### src/rtl/uart_tx_fifo.sv
// uart_tx_fifo: 8N1 UART transmitter fed by a DEPTH-entry FIFO over a valid/ready handshake.
// Define UART_TX_PARITY_EN to insert an even-parity bit between the data bits and the stop bit.
module uart_tx_fifo #(
  parameter int CLK_DIV = 16,
  parameter int DEPTH   = 8
) (
  input  logic                       clk_i,
  input  logic                       rst_i,
  input  logic [7:0]                 data_i,
  input  logic                       valid_i,
  output logic                       ready_o,
  input  logic                       tx_en_i,
  output logic                       tx_o,
  output logic                       busy_o,
  output logic [$clog2(DEPTH+1)-1:0] fill_o
);
  localparam int AW = $clog2(DEPTH);
  localparam int FW = $clog2(DEPTH + 1);
  localparam int CW = (CLK_DIV > 1) ? $clog2(CLK_DIV) : 1;
  localparam logic [CW-1:0] CNT_MAX  = CW'(CLK_DIV - 1);
  localparam logic [FW-1:0] FILL_MAX = FW'(DEPTH);

`ifdef UART_TX_PARITY_EN
  typedef enum logic [2:0] {S_IDLE, S_START, S_DATA, S_PARITY, S_STOP} state_t;
`else
  typedef enum logic [1:0] {S_IDLE, S_START, S_DATA, S_STOP} state_t;
`endif

  logic [7:0]    r_mem [DEPTH];
  logic [AW-1:0] r_wptr;
  logic [AW-1:0] r_rptr;
  logic [FW-1:0] r_fill;
  state_t        r_state;
  logic [CW-1:0] r_cnt;
  logic [2:0]    r_bit;
  logic [7:0]    r_shift;
`ifdef UART_TX_PARITY_EN
  logic          r_par;
`endif

  logic       w_push;
  logic       w_can_pop;
  logic       w_bit_end;
  logic       w_pop;
  logic [7:0] w_head;

  assign ready_o   = (r_fill != FILL_MAX);
  assign fill_o    = r_fill;
  assign w_push    = valid_i && ready_o;
  assign w_can_pop = (r_fill != '0) && tx_en_i;
  assign w_bit_end = (r_cnt == CNT_MAX);
  // A pop starts a frame: from IDLE, or chained onto the last stop-bit cycle.
  assign w_pop     = w_can_pop && ((r_state == S_IDLE) || ((r_state == S_STOP) && w_bit_end));
  assign w_head    = r_mem[r_rptr];

  always_ff @(posedge clk_i) begin
    if (w_push) r_mem[r_wptr] <= data_i;
  end

  always_ff @(posedge clk_i or posedge rst_i) begin
    if (rst_i) begin
      r_wptr <= '0;
      r_rptr <= '0;
      r_fill <= '0;
    end else begin
      if (w_push) r_wptr <= r_wptr + 1'b1;
      if (w_pop)  r_rptr <= r_rptr + 1'b1;
      if (w_push && !w_pop)      r_fill <= r_fill + 1'b1;
      else if (!w_push && w_pop) r_fill <= r_fill - 1'b1;
    end
  end

  always_ff @(posedge clk_i or posedge rst_i) begin
    if (rst_i) begin
      r_state <= S_IDLE;
      r_cnt   <= '0;
      r_bit   <= '0;
      r_shift <= '0;
      tx_o    <= 1'b1;
      busy_o  <= 1'b0;
`ifdef UART_TX_PARITY_EN
      r_par   <= 1'b0;
`endif
    end else begin
      r_cnt <= ((r_state == S_IDLE) || w_bit_end) ? '0 : r_cnt + 1'b1;
      if (w_pop) begin
        r_state <= S_START;
        r_cnt   <= '0;
        r_shift <= w_head;
        tx_o    <= 1'b0;
        busy_o  <= 1'b1;
`ifdef UART_TX_PARITY_EN
        r_par   <= ^w_head;
`endif
      end else begin
        case (r_state)
          S_IDLE: begin
            tx_o   <= 1'b1;
            busy_o <= 1'b0;
          end
          S_START: if (w_bit_end) begin
            r_state <= S_DATA;
            r_bit   <= '0;
            tx_o    <= r_shift[0];
          end
          S_DATA: if (w_bit_end) begin
            if (r_bit == 3'd7) begin
`ifdef UART_TX_PARITY_EN
              r_state <= S_PARITY;
              tx_o    <= r_par;
`else
              r_state <= S_STOP;
              tx_o    <= 1'b1;
`endif
            end else begin
              r_shift <= r_shift >> 1;
              tx_o    <= r_shift[1];
              r_bit   <= r_bit + 1'b1;
            end
          end
`ifdef UART_TX_PARITY_EN
          S_PARITY: if (w_bit_end) begin
            r_state <= S_STOP;
            tx_o    <= 1'b1;
          end
`endif
          S_STOP: if (w_bit_end) begin
            r_state <= S_IDLE;
            tx_o    <= 1'b1;
            busy_o  <= 1'b0;
          end
          default: r_state <= S_IDLE;
        endcase
      end
    end
  end
endmodule
### config.mk
export PLATFORM = sky130hd
export DESIGN_NAME = uart_tx_fifo
export DESIGN_NICKNAME = d
export VERILOG_FILES = /design/src/rtl/uart_tx_fifo.sv
export SDC_FILE = /design/constraint.sdc
export NUM_CORES = 1
export LEC_CHECK = 0
export CAP_MARGIN = 5
export CORE_UTILIZATION = 62
export CTS_CLUSTER_SIZE = 8
export DETAILED_ROUTE_END_ITERATION = 10
export DONT_BUFFER_PORTS = 1
export GPL_TIMING_DRIVEN = 0
export PLACE_DENSITY = 0.9
export REMOVE_ABC_BUFFERS = 1
export SKIP_LAST_GASP = 1
export SLEW_MARGIN = 30
export SYNTH_ARGS = -nofsm -noshare
export SYNTH_HDL_FRONTEND = slang
export SYNTH_SLANG_ARGS = --single-unit
export TNS_END_PERCENT = 5
### constraint.sdc
create_clock -name clk_i -period 3.6 [get_ports clk_i]
set_clock_uncertainty 0.05 [all_clocks]
set_input_delay 0.72 -clock clk_i [delete_from_list [all_inputs] [get_ports clk_i]]
set_output_delay 0.72 -clock clk_i [all_outputs]
set_load 0.01 [all_outputs]
==> results_dict.tcl <==
set metrics [dict create \
    clkSinkCount 93 \
    r2r-start "r_state[1]$_DFFE_PP0P_" \
    ctsLongestPathBuffers 2 \
    gr-total-overflow 0 \
    finalWeightedCongestion 0.802 \
    start_util_pct 65.5 \
    first_global_vias 2183 \
    relSlewSlack_pct 40.7 \
    synth_warnings 0 \
    grt_max_degree 30 \
    endpoint_kind "flop" \
    rr_worst_depth 12 \
    drc 0 \
    core-area_um2 6060 \
    crit_chain "inv_1 -> ha_1 -> a41oi_1 -> nor2_1 -> clkinvlp_4 -> ha_1 -> inv_1 -> ha_1 -> a21o_2 -> a21oi_1 -> mux2i_1 -> xnor2_1" \
    maxCapViolCount 0 \
    peakVddDrop_mv 0.605 \
    routed_wl_um 7060 \
    fin_crit_ps 3300 \
    ios 19 \
    via_per_inst 6.47 \
    path_common_cell "ha_1" \
    antenna_found_initial 0 \
    path_clk_slew_ps 100 \
    maxSlewViolCount 0 \
    dp_slack_ps 146 \
    cp_top_family "adder cells" \
    cts_buffers 9 \
    areaGrowthSynthToFinish_pct 7.85 \
    rsz0062_at_grt "false" \
    cp_slowest_cell "dfrtp_1" \
    clockRootBuffer "clkbuf_8" \
    setup_tns_ps 0 \
    ys_seq_area_share_pct 66.8 \
    required_ps 3830 \
    diodes 0 \
    num_rows 28 \
    p_per_area_nw_per_um2 570 \
    crit_buf_inv 3 \
    setup_slack_ps 297 \
    first_pass_iters 4 \
    worst_pin_slew_ps 887 \
    finalHoldViolCount 0 \
    syn_avg_cell_area_um2 16.2 \
    numPortBuffers 0 \
    cts_tree "done" \
    cp_max_fo 8 \
    critPathLaunchType "flop" \
    wl_per_cell_um 21.3 \
    worstHoldPathType "input pin to async pin" \
    syn_area_um2 3970 \
    grtUsageTotal_pct 23.7 \
    min_period_over_period_pct 91.8 \
    ant_nets 0 \
    layout.nets 277 \
    htreeDepth 3 \
    die_h_um 82.0 \
    finalSetupViolations 0 \
    crit_arrival_ps 3540 \
    final_area_um2 4280 \
    path_class "flop to flop" \
    rr_endpoint "fill_o[3]$_DFFE_PP0P_" \
    insertion_delay_ps 360 \
    ys_types 41 \
    leakage_nw 1.49 \
    first_iter_violations 142 \
    grt_pass1_wl_um 11000 \
    synth_seq_cells 93 \
    critical_path.max_stage_delay_ps 440 \
    final_util_pct 70.6 \
    synth_cells 245 \
    vias 2147 \
    status "finished, final reports clean" \
    timing.fmax_mhz 303 \
    hpwl_um 4490 \
    layout-drive-gt1-share_pct 20.6 \
    holdBufCountCts 0 \
    die_w_um 82.0 \
    ff2ff_setup_slack_ps 300 \
    placed_cell_area_um2 4060 \
    dieArea_um2 6720 \
]
layout by cell type, fill, tap and decap left out, types with 2 or more instances in the layout:
| cell type | instances |
|---|---|
| a211oi_1 | 8 |
| a21oi_1 | 10 |
| a22o_1 | 3 |
| a31oi_1 | 2 |
| buf_4 | 3 |
| clkbuf_8 | 9 |
| dfrtp_1 | 27 |
| edfxtp_1 | 64 |
| ha_1 | 12 |
| inv_1 | 5 |
| inv_6 | 3 |
| inv_8 | 2 |
| mux2_2 | 3 |
| mux2i_1 | 9 |
| mux4_2 | 16 |
| nand2_1 | 14 |
| nand2b_1 | 3 |
| nand3_1 | 2 |
| nor2_1 | 10 |
| nor2b_1 | 7 |
| nor3_1 | 4 |
| nor3_2 | 4 |
| o21ai_0 | 5 |
| xnor2_1 | 7 |
logic make-up after synthesis:
logic type               after synthesis  synth area share [%]
flip-flops                            93                  66.8
AND/OR/NAND/NOR                       49                  5.96
multiplexers                          28                  12.2
AO/OA/AOI/OAI                         39                  7.38
buffers and inverters                 15                  1.64
XOR/XNOR                               8                  1.77
adder cells (fa/ha/maj)               13                  4.29
power by group:
part	leakage (nW)	switching, W	internal [W]
sequential	0.925	0.000126	0.00130
combinational	0.467	0.000188	0.000139
clock	0.101	0.000413	0.000275
total	1.49	0.000727	0.00171
cell type report:
type                            instances  area (µm²)
Tap cell                               75        93.8
Timing Repair inverter                  1        5.00
Fill cell                             383        1780
Multi-Input combinational cell        137        1280
Sequential cell                        93        2650
Clock buffer                            9         124
Inverter                                7        30.0
Timing Repair Buffer                    3        22.5
Clock inverter                          7        73.8
repair_timing:
item,4_1_cts,5_1_grt
endpoints found under the setup margin,0,1
resized for setup,0,1
setup buffers,0,2
synthesized netlist by cell type:
cell type / count / area, µm²
a311oi_1: 1 / 8.76
nor3_1: 8 / 40.0
a22o_2: 1 / 10.0
nand3b_1: 1 / 7.51
o41a_1: 1 / 11.3
nor2_1: 10 / 37.5
o41ai_1: 1 / 8.76
nand2_1: 14 / 52.6
nor2b_1: 7 / 43.8
buf_4: 1 / 7.51
dfrtp_1: 28 / 701
fa_1: 1 / 20.0
o21ai_0: 5 / 25.0
a21oi_1: 10 / 50.1
a221o_2: 1 / 11.3
nand2b_1: 3 / 18.8
mux2_2: 3 / 33.8
mux4_2: 16 / 360
edfxtp_1: 64 / 1920
and3_1: 1 / 6.26
nor4_1: 1 / 6.26
a211oi_1: 8 / 60.1
xnor2_1: 7 / 61.3
mux2i_1: 9 / 90.1
a41oi_1: 1 / 8.76
a2bb2oi_1: 1 / 8.76
dfstp_2: 1 / 26.3
xor2_1: 1 / 8.76
a221oi_4: 1 / 26.3
buf_2: 4 / 20.0
nand3_1: 2 / 10.0
a22o_1: 3 / 26.3
a21o_1: 1 / 7.51
clkbuf_1: 3 / 11.3
inv_1: 7 / 26.3
nor2_2: 1 / 6.26
a31oi_1: 2 / 12.5
nor3b_1: 1 / 7.51
o221ai_1: 1 / 8.76
ha_1: 12 / 150
a21o_2: 1 / 8.76
layer usage:
layer | share of wire [%] | global-route usage (%) | vias to the layer above
li1 | - | - | 966
met1 | 41 | 29.6 | 1110
met2 | 53 | 39.0 | 55
met3 | 4.0 | 5.11 | 16
met4 | 1.9 | 12.3 | 0
met5 | 0 | 0 | -
state kept, by name (all words and copies together) (netlist names):
name     flops
tx_o         1
r_bit        3
r_cnt        4
fill_o       4
r_shift      8
r_state      2
r_mem       64
busy_o       1
r_rptr       3
r_wptr       3
per-stage QoR:
step | total power, W | cells | hold slack [ps]
after global placement | 0.00171 | 312 | 439
after floorplan | 0.00164 | 237 | 418
after detailed placement | 0.00177 | 313 | 445
after global routing | 0.00253 | 332 | 290
final | 0.00244 | 332 | 243
after CTS | 0.00244 | 329 | 255
how the worst max path moves through the flow:
| stage | startpoint | endpoint | depth (start not counted) |
|---|---|---|---|
| after floorplan | fill_o[0]$_DFFE_PP0P_ | fill_o[3]$_DFFE_PP0P_ | 10 |
| after global placement | fill_o[0]$_DFFE_PP0P_ | fill_o[3]$_DFFE_PP0P_ | 10 |
| after detailed placement | fill_o[0]$_DFFE_PP0P_ | fill_o[3]$_DFFE_PP0P_ | 10 |
| after CTS | fill_o[0]$_DFFE_PP0P_ | fill_o[3]$_DFFE_PP0P_ | 10 |
| after global routing | r_state[1]$_DFFE_PP0P_ | fill_o[3]$_DFFE_PP0P_ | 12 |
| final | r_state[1]$_DFFE_PP0P_ | fill_o[3]$_DFFE_PP0P_ | 12 |
(Power assumes the default switching activity.)
